[src/rtl/reel_bank_pkg.sv]
// ---------------------------------------------------------------------------
// reel_bank_pkg
// Shared definitions for the slot-game datapath: symbol and message widths,
// the FSM message codes, the reel count, and the symbol-advance helper that
// every reel uses.
// No ports (package).
// ---------------------------------------------------------------------------
package reel_bank_pkg;

    localparam int SYM_W     = 4;   // letter width
    localparam int MSG_W     = 5;   // FSM message width
    localparam int NUM_REELS = 4;

    // FSM message codes 'h10..'h15
    localparam logic [MSG_W-1:0] MSG_CODE_0 = 5'h10;
    localparam logic [MSG_W-1:0] MSG_CODE_1 = 5'h11;
    localparam logic [MSG_W-1:0] MSG_CODE_2 = 5'h12;
    localparam logic [MSG_W-1:0] MSG_CODE_3 = 5'h13;
    localparam logic [MSG_W-1:0] MSG_CODE_4 = 5'h14;
    localparam logic [MSG_W-1:0] MSG_CODE_5 = 5'h15;

    typedef logic [SYM_W-1:0] sym_t;

    // Next symbol on a reel. An out-of-range value above max_sym simply keeps
    // counting and falls back to 0 through the natural 4-bit overflow at 15.
    function automatic sym_t next_symbol(input sym_t v, input sym_t max_sym);
        if (v == max_sym) begin
            return '0;
        end
        return v + sym_t'(1);
    endfunction

endpackage

[src/rtl/reel_bank_counter.sv]
// ---------------------------------------------------------------------------
// reel_counter
// One reel: a prescaler, a symbol register and a one-cycle step pulse.
// While run is high the prescaler counts 0..PERIOD-1; on the terminal count
// the symbol advances (wrapping MAX_SYMBOL -> 0) and step pulses the cycle
// after. Dropping run clears the prescaler and freezes the symbol, so a later
// restart always takes a full PERIOD before the first advance.
// Ports:
//   clk     in   1      system clock
//   reset   in   1      synchronous, active-high
//   run     in   1      1 = spin, 0 = frozen
//   symbol  out  SYM_W  current symbol (registered)
//   step    out  1      high in the cycle after the symbol advanced
// ---------------------------------------------------------------------------
module reel_counter
    import reel_bank_pkg::*;
#(
    parameter int PERIOD     = 4,
    parameter int MAX_SYMBOL = 9,
    parameter int INIT       = 0,
    parameter int PC_W       = 3
) (
    input  logic clk,
    input  logic reset,
    input  logic run,
    output sym_t symbol,
    output logic step
);

    localparam logic [PC_W-1:0] PC_LAST = PC_W'(PERIOD - 1);
    localparam sym_t            SYM_MAX = SYM_W'(MAX_SYMBOL);
    localparam sym_t            SYM_INIT = SYM_W'(INIT);

    logic [PC_W-1:0] pc;

    always_ff @(posedge clk) begin
        if (reset) begin
            pc     <= '0;
            symbol <= SYM_INIT;
            step   <= 1'b0;
        end else if (!run) begin
            // Stop wins over a coincident terminal count: no advance, no pulse.
            pc   <= '0;
            step <= 1'b0;
        end else if (pc == PC_LAST) begin
            pc     <= '0;
            symbol <= next_symbol(symbol, SYM_MAX);
            step   <= 1'b1;
        end else begin
            pc   <= pc + PC_W'(1);
            step <= 1'b0;
        end
    end

endmodule

[src/rtl/reel_bank.sv]
// ---------------------------------------------------------------------------
// reel_bank
// Four independent symbol reels feeding the game FSM (letter0..letter3) and
// the 7-segment path. Reel i spins while stop_flag[i] is 1 with period
// TICK_DIV + i*TICK_SKEW clocks, so the reels drift relative to each other
// and a four-way match depends on when the player stops them.
// Reset loads letters 0,1,2,3 so the idle display is never a match.
// This level is wiring only; all state is inside reel_counter.
// Ports:
//   clk        in   1  system clock
//   reset      in   1  synchronous, active-high
//   stop_flag  in   4  per-reel run enable (1 = spin, 0 = frozen)
//   letter0-3  out  4  reel symbols (registered)
//   reel_step  out  4  bit i pulses for one cycle after reel i advanced
// ---------------------------------------------------------------------------
module reel_bank
    import reel_bank_pkg::*;
#(
    parameter int TICK_DIV   = 50000,
    parameter int TICK_SKEW  = 7919,
    parameter int MAX_SYMBOL = 9
) (
    input  logic       clk,
    input  logic       reset,
    input  logic [3:0] stop_flag,
    output logic [3:0] letter0,
    output logic [3:0] letter1,
    output logic [3:0] letter2,
    output logic [3:0] letter3,
    output logic [3:0] reel_step
);

    // Sized for the slowest reel so every prescaler shares one width.
    localparam int PC_W = $clog2(TICK_DIV + 3 * TICK_SKEW);

    sym_t letters [NUM_REELS];

    for (genvar i = 0; i < NUM_REELS; i++) begin : g_reel
        reel_counter #(
            .PERIOD     (TICK_DIV + i * TICK_SKEW),
            .MAX_SYMBOL (MAX_SYMBOL),
            .INIT       (i),
            .PC_W       (PC_W)
        ) u_reel (
            .clk    (clk),
            .reset  (reset),
            .run    (stop_flag[i]),
            .symbol (letters[i]),
            .step   (reel_step[i])
        );
    end

    assign letter0 = letters[0];
    assign letter1 = letters[1];
    assign letter2 = letters[2];
    assign letter3 = letters[3];

endmodule
[config.mk]
export PLATFORM = sky130hd
export DESIGN_NAME = reel_bank
export DESIGN_NICKNAME = d
export VERILOG_FILES = /design/src/rtl/reel_bank_pkg.sv /design/src/rtl/reel_bank_counter.sv /design/src/rtl/reel_bank.sv
export SDC_FILE = /design/constraint.sdc
export NUM_CORES = 1
export LEC_CHECK = 0
export BUFFER_PORTS_ARGS = -buffer_cell sky130_fd_sc_hd__buf_4
export CAP_MARGIN = 20
export CORE_UTILIZATION = 42
export CTS_CLUSTER_DIAMETER = 30
export DETAILED_ROUTE_END_ITERATION = 10
export HOLD_SLACK_MARGIN = 0.1
export MAX_ROUTING_LAYER = met4
export PLACE_DENSITY = 0.66
export SYNTH_ARGS = -nofsm -noshare
export SYNTH_HDL_FRONTEND = slang
export SYNTH_SLANG_ARGS = --single-unit
[constraint.sdc]
create_clock -name clk -period 3.9 [get_ports clk]
set_input_delay 0.585 -clock clk [delete_from_list [all_inputs] [get_ports clk]]
set_output_delay 0.585 -clock clk [all_outputs]
set_load 0.005 [all_outputs]
After elaboration in Yosys (flattened, before gate mapping)

Cells that the tools add are included.
Widths: inputs -> output; s select.

RAM bits: 0
Register bits: 88
Memories kept: 0
Word-level logic and storage cells: 72
Latch bits: 0
Output and inout bits: 20
Bits in read-only memories: 0
Bits of input ports: 6

$lt $le $gt $ge: 0
Reduce and logical (&&, ||, !) cells: 12
Muxes and demuxes: 28
Bitwise operators: 4
Shift operators: 0
Divide/modulo/power cells: 0
Eq/ne operators: 8
$mul: 0
$add $sub $neg: 8

Operators with widths:

| operator              | count |
|---|---|
| $add 17x1->17 const B | 4 |
| $eq 17x16->1 const B  | 2 |
| $eq 17x17->1 const B  | 2 |
| $mux 4                | 8 |
| $mux 1                | 20 |
| $add 4x1->4 const B   | 4 |
| $eq 4x4->1 const B    | 4 |
| $reduce_or 3->1       | 4 |
| $reduce_and 2->1      | 4 |
| $reduce_or 2->1       | 4 |
| $not 1->1             | 4 |

Longest topological paths before layout

Gate-level depths: netlist (run 1).

Word-level depth: 6
Gate-level depth with buffers: 8
Depth with buffers taken out: 6

Hierarchy

From an unflattened synthesis (run 1), not the netlist that was laid out.

Cell total of the unflattened synthesis: 469
Area total of the unflattened synthesis: 4180.3 um^2

By module, submodules not included:

| module                          | area each (um^2) | cells an instance | instances | sequential area each (um^2) |
|---|---|---|---|---|
| reel_counter (g_reel[3].u_reel) | 1078.5           | 120               | 1         | 440.4 |
| reel_counter (g_reel[1].u_reel) | 1067.3           | 117               | 1         | 440.4 |
| reel_counter (g_reel[0].u_reel) | 1027.2           | 119               | 1         | 440.4 |
| reel_counter (g_reel[2].u_reel) | 1007.2           | 113               | 1         | 440.4 |

Worst setup path after synthesis (run 1)

No wires, ideal clock.

Path kind: register to register
Start: register g_reel[0].u_reel.pc[10]
End: register g_reel[0].u_reel.symbol[3]
Clock period less this slack: 1.921 ns
Setup slack: 1.979 ns
Path buffers: 0
Setup time: 0.074 ns
Data required time: 3.826 ns
Arrival: 1.847 ns
Stages on the path, launching flop included: 5
Cells stage by stage: dfxtp_1 -> or4_4 -> or3_4 -> or4_1 -> a31oi_1

Word-level cells in the longest chain between the ends: 2

Ends and longest elaborated chain:

| element                    | RTL line                | RTL |
|---|---|---|
| from (decl)                | reel_bank_counter.sv:34 | `logic [PC_W-1:0] pc;` |
| from (signal assigned)     | reel_bank_counter.sv:50 | `pc <= pc + PC_W'(1);` |
| $eq 17x16->1               | reel_bank_counter.sv:45 | `end else if (pc == PC_LAST) begin` |
| $reduce_and 2->1 (no line) | n/a                     |  |
| to (signal assigned)       | reel_bank_counter.sv:47 | `symbol <= next_symbol(symbol, SYM_MAX);` |
| to (decl)                  | reel_bank_counter.sv:26 | `output sym_t symbol,` |

No other way between the ends.
A chain may end at the register's enable or synchronous reset.

Final worst setup path (run 1)

Ends and elaborated chain as after synthesis.

==> run_results.csv, run 1 <==
group,metric,value,unit
timing,hold-worst-slack,460,ps
synthesis,synthXorXnorAreaFrac,9.64,%
die,placementRows,35,
synthesis,post_synth_main_area_contributors,"sky130_fd_sc_hd__dfxtp_1, sky130_fd_sc_hd__nor2_1, sky130_fd_sc_hd__xnor2_1",
global_route,antenna_found_initial,0,
synthesis,post-synth-top-area-cell,"sky130_fd_sc_hd__dfxtp_1",
drt,remaining_drc_errors,0,
setup_path,reg2regPathDepth,4,
global_route,track_usage,17.4,%
final_layout,layout.cell_area.non_filler,0.00458,mm^2
final_layout,syn_to_final_growth,12.0,%
timing,tightest_slew,643,ps
clock_tree,h_tree_levels,3,
timing,post-route-period-util,51.1,%
timing,period_minus_slack,1990,ps
placed_design,place_congestion,0.805,
power,p_total,1.64,mW
synthesis,synth.distinct_cells,48,
setup_path,startpoint_type,"flip-flop",
clock_tree,ctsResizeCount,0,
synthesis,synth_simple_gate_area_share,31.7,%
timing,report.final.hold_viol_count,0,
power,max_rail_drop_vdd,0.207,mV
setup_path,setup.worst_path.class,"flip-flop to flip-flop",
drt,route.antenna.remaining_nets,0,
die,die_h,101,um
placed_design,hpwl,5480,um
synthesis,synth_top_family_by_area,"simple AND/OR/NAND/NOR gates",
timing,maxSlewHeadroom,57.0,%
synthesis,synth_compound_gate_area_share,8.69,%
worst_hold_path,worstHoldPathType,"flip-flop to flip-flop",
die,boundaryPins,26,
drt,drt_first_iter_violations,100,
global_route,grt_remaining_overflow,0,
setup_path,worstSetupStartpoint,"g_reel[0].u_reel.pc[10]",
timing,layout_setup_ws,1910,ps
synthesis,yosysSeqAreaShare,43.1,%
timing,achievable-frequency,501,MHz
timing,setup_violations,0,
drt,drt-total-wl,7890,um
drt,drt-vias-per-instance,5.25,
synthesis,synth_mux_area_share,0.765,%
synthesis,yosys_register_bits,88,
synthesis,synth_enable_flop_cells,0,
clock_tree,cts-buffers-inserted,9,
synthesis,post_synth_inst_count,484,
die,die_w,101,um
run_status,status,"finished clean",
synthesis,synthesis.area_per_instance,8.45,um^2
setup_path,reg2reg_from,"g_reel[0].u_reel.pc[10]",
placed_design,placedCellCount,620,
final_layout,fin_nets,515,
final_layout,antenna_cells_inserted,0,
die,fp.coreArea,0.00933,mm^2
die,initial_core_util,43.8,%
synthesis,synth_area,0.00409,mm^2
final_layout,nFillCells,876,
setup_path,crit_end,"g_reel[0].u_reel.symbol[3]",
timing,finalSetupTns,0,ps
setup_path,arrival,2280,ps
synthesis,asyncSetResetFlopFracSynth,0,%
timing,fin_skew,9.18,ps
final_layout,post_route_cells_drive_above_1_share,10.7,%
drt,drt-pass1-iter-count,4,
global_route,pin_count_of_the_biggest_net_entering_global_routing,19,
synthesis,synth_fp_nets,497,
clock_tree,ctsHoldBuffers,0,
setup_path,timing.critical_path.required,4180,ps
setup_path,crit-reg2reg-capture,"g_reel[0].u_reel.symbol[3]",
placed_design,place.port_buffers,25,
power,powerDensity,358,mW/mm^2
placed_design,placed_instance_area,0.00436,mm^2
clock_tree,master_cell_of_the_clock_root_buffer,"sky130_fd_sc_hd__clkbuf_8",
setup_path,worst-r2r-setup-slack,1910,ps
run,drv.max_cap_violation_count,0,
synthesis,synthFlopType,"sky130_fd_sc_hd__dfxtp_1",
power,total_leakage_power,1.47,nW
synthesis,yosys_warnings,0,
drt,routed-via-count,3339,
clock_tree,post_cts.repair.setup_buffers,0,
drt,routed_wire_length_per_instance,12.4,um
global_route,first_global_vias,3119,
clock_tree,clk_latency,350,ps
synthesis,netlist.area_leader.share,43.1,%
timing,report.final.slew_viol_count,0,
setup_path,endpoint_kind,"flip-flop",
timing,rsz0062_at_grt,"false",
placed_design,pre_cts_slack,1880,ps
final_layout,final_core_util,49.1,%
clock_tree,clk_buf_depth,2,
final_layout,stdcell_count,636,
clock_tree,clock_sinks,88,
clock_tree,cts_tree,"done",
setup_path,critPathMaxFanout,6,
die,fp.dieArea,0.0101,mm^2
clock_tree,worst_setup_hold_path_clk_slew,90,ps
global_route,global_route_wire_length_before_repair,13900,um
synthesis,yosys.area_share.adder,2.14,%
## worst min-delay path by stage
stage	from	end	slack [ps]	cells past startpoint
CTS	g_reel[3].u_reel.pc[0]	g_reel[3].u_reel.pc[0]	460	1
global placement	g_reel[3].u_reel.pc[0]	g_reel[3].u_reel.pc[0]	440	1
global route	g_reel[0].u_reel.pc[16]	g_reel[0].u_reel.pc[16]	500	2
detailed placement	g_reel[3].u_reel.pc[0]	g_reel[3].u_reel.pc[0]	440	1
floorplan	g_reel[3].u_reel.pc[0]	g_reel[3].u_reel.pc[0]	430	1
finish	g_reel[3].u_reel.pc[0]	g_reel[3].u_reel.pc[0]	460	1
## metal layers
layer	wire length, um	share of wire, %	up-vias	track usage (%)
li1	-	-	1754	-
met1	3900	49	1524	21.5
met2	3550	45	50	27.8
met3	331	4.2	11	4.02
met4	108	1.4	0	6.13
met5	0	0	-	-
## cells in the mapped netlist (all sizes together), types with 7 or more instances
library cell and instances:
a21oi 22, and3 8, and4 7, clkbuf 14, dfxtp 88, ha 7
inv 20, nand2 30, nand3 32, nand4 17, nor2 66, nor2b 7
nor3 16, nor4 16, o21ai 16, or3 11, or4 10, xnor2 28
xor2 17
## worst max-delay path, stage by stage, from the launching register on
cell and delay, ps:
sky130_fd_sc_hd__dfxtp_1 360, sky130_fd_sc_hd__or4_4 540, sky130_fd_sc_hd__or3_4 370, sky130_fd_sc_hd__or4_1 500, sky130_fd_sc_hd__a31oi_1 160
## area by class of cell
| type | count | area, um^2 | area share, % |
|---|---|---|---|
| Timing Repair Buffer | 26 | 195 | 4.26 |
| Clock buffer | 9 | 124 | 2.71 |
| Tap cell | 129 | 161 | 3.53 |
| Clock inverter | 7 | 96.3 | 2.10 |
| Multi-Input combinational cell | 357 | 2160 | 47.3 |
| Sequential cell | 88 | 1760 | 38.5 |
| Inverter | 20 | 75.1 | 1.64 |
## where the power goes
group / switching, mW / internal, mW
logic: 0.0260 / 0.0144
registers: 0.00487 / 0.903
clock network: 0.328 / 0.361
## logic make-up (layout without fill, tap and decap cells)
| logic type | Yosys count | count (layout) |
|---|---|---|
| compound gates | 59 | 59 |
| xor+xnor | 45 | 45 |
| fa+ha+maj | 7 | 7 |
| buf+inv | 39 | 62 |
| flops | 88 | 88 |
| mux | 3 | 3 |
| simple gates | 243 | 243 |
## flip-flops by register name, summed over array words and instances, names as in the netlist
signal / count
g_reel.u_reel.pc: 68
g_reel.u_reel.step: 4
g_reel.u_reel.symbol: 16
## placed cells by master, fill, tap and decap left out, drive strengths merged, types with 9 or more instances in the layout
cell | synthesis | routed
or4 | 10 | 10
nand4 | 17 | 17
nand3 | 32 | 32
or3 | 11 | 11
nor4 | 16 | 16
clkbuf | 14 | 9
nor2 | 66 | 66
dfxtp | 88 | 88
o21ai | 16 | 16
buf | 5 | 26
nand2 | 30 | 30
a21oi | 22 | 22
inv | 20 | 20
nor3 | 16 | 16
xor2 | 17 | 17
xnor2 | 28 | 28
Power figures use the tool's default switching activity.
==> run 2: changes to the inputs <==
==> constraint.sdc (replaced) <==
create_clock -name clk -period 2.06 [get_ports clk]
set_input_delay 0.309 -clock clk [delete_from_list [all_inputs] [get_ports clk]]
set_output_delay 0.309 -clock clk [all_outputs]
set_load 0.005 [all_outputs]
==> run_results.csv, run 2 (synthesis results as in run 1) <==
group,metric,value,unit
die,die_w,101,um
final_layout,largest_register_ffs,68,
global_route,global_route_wire_length_before_repair,14300,um
die,placementRows,35,
drt,route.antenna.remaining_nets,0,
power,max_rail_drop_vdd,0.408,mV
final_layout,top_register,"g_reel.u_reel.pc",
worst_hold_path,hold_path_startpoint,"stop_flag[3]",
drt,routed_wire_length_per_instance,12.7,um
setup_path,startpoint_type,"flip-flop",
final_layout,layout.cell_area.non_filler,0.00465,mm^2
timing,maxSlewHeadroom,68.0,%
clock_tree,clk_buf_depth,2,
final_layout,final_core_util,49.8,%
drt,drt-total-wl,8240,um
final_layout,fin_nets,527,
final_layout,multi_input_comb_area,0.00216,mm^2
placed_design,place.port_buffers,25,
die,fp.dieArea,0.0101,mm^2
global_route,first_global_vias,3245,
power,powerDensity,637,mW/mm^2
setup_path,worstSetupStartpoint,"g_reel[0].u_reel.pc[7]",
setup_path,arrival,2250,ps
setup_path,setup.worst_path.class,"flip-flop to flip-flop",
global_route,track_usage,17.8,%
worst_hold_path,worstHoldPathType,"input port to flip-flop",
clock_tree,cts_tree,"done",
final_layout,mostFrequentLayoutCell,"sky130_fd_sc_hd__dfxtp_1",
clock_tree,clk_latency,350,ps
drt,drt-vias-per-instance,5.33,
timing,report.final.slew_viol_count,0,
die,die_h,101,um
final_layout,seq_area,0.00176,mm^2
run_status,status,"finished clean",
setup_path,reg2reg_from,"g_reel[0].u_reel.pc[7]",
power,p_total,2.96,mW
drt,remaining_drc_errors,0,
final_layout,nFillCells,904,
timing,tightest_slew,474,ps
drt,drt-pass1-iter-count,7,
timing,report.final.hold_viol_count,0,
clock_tree,clock_sinks,88,
timing,period_minus_slack,1970,ps
setup_path,timing.critical_path.required,2340,ps
placed_design,placed_instance_area,0.00445,mm^2
timing,achievable-frequency,509,MHz
die,fp.coreArea,0.00933,mm^2
global_route,pin_count_of_the_biggest_net_entering_global_routing,19,
worst_hold_path,worstHoldPathCells,3,
placed_design,hpwl,5680,um
power,total_leakage_power,1.52,nW
placed_design,place_congestion,0.840,
run,drv.max_cap_violation_count,0,
timing,setup_violations,0,
clock_tree,master_cell_of_the_clock_root_buffer,"sky130_fd_sc_hd__clkbuf_8",
timing,fin_skew,8.58,ps
timing,finalSetupTns,0,ps
clock_tree,ctsHoldBuffers,0,
drt,routed-via-count,3457,
setup_path,reg2regPathDepth,4,
drt,drt_first_iter_violations,125,
setup_path,endpoint_kind,"flip-flop",
global_route,grt_remaining_overflow,0,
clock_tree,h_tree_levels,3,
setup_path,critPathMaxFanout,6,
die,boundaryPins,26,
final_layout,post_route_cells_drive_above_1_share,12.3,%
final_layout,layout_common_cells,"sky130_fd_sc_hd__dfxtp_1, sky130_fd_sc_hd__nor2_1, sky130_fd_sc_hd__buf_4",
timing,rsz0062_at_grt,"false",
clock_tree,worst_setup_hold_path_clk_slew,90,ps
final_layout,antenna_cells_inserted,0,
timing,post-route-period-util,95.4,%
clock_tree,cts-buffers-inserted,9,
die,initial_core_util,43.8,%
global_route,antenna_found_initial,0,
final_layout,syn_to_final_growth,13.7,%
final_layout,layout_top_registers,"g_reel.u_reel.pc x68, g_reel.u_reel.symbol x16, g_reel.u_reel.step x4",
==> run 2: cell count changes in the layout (fill, tap and decap cells not counted), sizes merged <==
| cell | delta |
|---|---|
| clkinvlp | -2 |
| clkbuf | +2 |
| bufinv | -1 |
| inv | +1 |
| buf | +12 |
==> run 2: where the power goes <==
group          total, mW  switching [mW]  leakage [nW]  internal (mW)
logic             0.0847          0.0516         0.720         0.0331
registers           1.72         0.00893         0.710           1.71
clock network       1.16           0.596        0.0937          0.562
==> run 2: final cells by class <==
class | instances | share of cell area (%)
inverters | 20 | 1.62
clock buffers | 11 | 2.83
clock inverters | 5 | 1.21
flip-flops and latches | 88 | 37.9
well taps | 129 | 3.47
repair buffers | 38 | 6.41
multi-input cells | 357 | 46.6
==> run 2: worst paths after layout <==
path	slack, ps	endpoint
setup / recovery	90	g_reel[0].u_reel.symbol[3]
hold / removal	220	g_reel[3].u_reel.step
setup reg to reg	90	g_reel[0].u_reel.symbol[3]
hold reg to reg	470	g_reel[0].u_reel.pc[0]
==> run 2: what timing repair did <==
item	CTS	global route
endpoints found under the setup margin	0	4
setup buffers	0	1
resized for setup	0	0
==> run 2: critical path, stage by stage (launching register included) <==
cell and delay [ps]:
sky130_fd_sc_hd__dfxtp_1 350, sky130_fd_sc_hd__or4_4 520, sky130_fd_sc_hd__or3_4 370, sky130_fd_sc_hd__or4_1 500, sky130_fd_sc_hd__a31oi_1 160
==> run 2: per-layer routing <==
| layer | vias to the layer above | global-route usage (%) | routed length [um] |
|---|---|---|---|
| li1 | 1778 | - | - |
| met1 | 1623 | 21.1 | 3950 |
| met2 | 52 | 29.9 | 3940 |
| met3 | 4 | 4.99 | 319 |
| met4 | 0 | 4.57 | 35 |
| met5 | - | - | 0 |
==> run 2: through the flow <==
stage          hold slack, ps  cells  setup WS (ps)
6_report                  222    648           94.9
3_5_place_dp              449    631           95.6
5_1_grt                   209    648           23.5
2_1_floorplan             425    484            139
4_1_cts                   200    647           87.3
3_3_place_gp              436    631            132
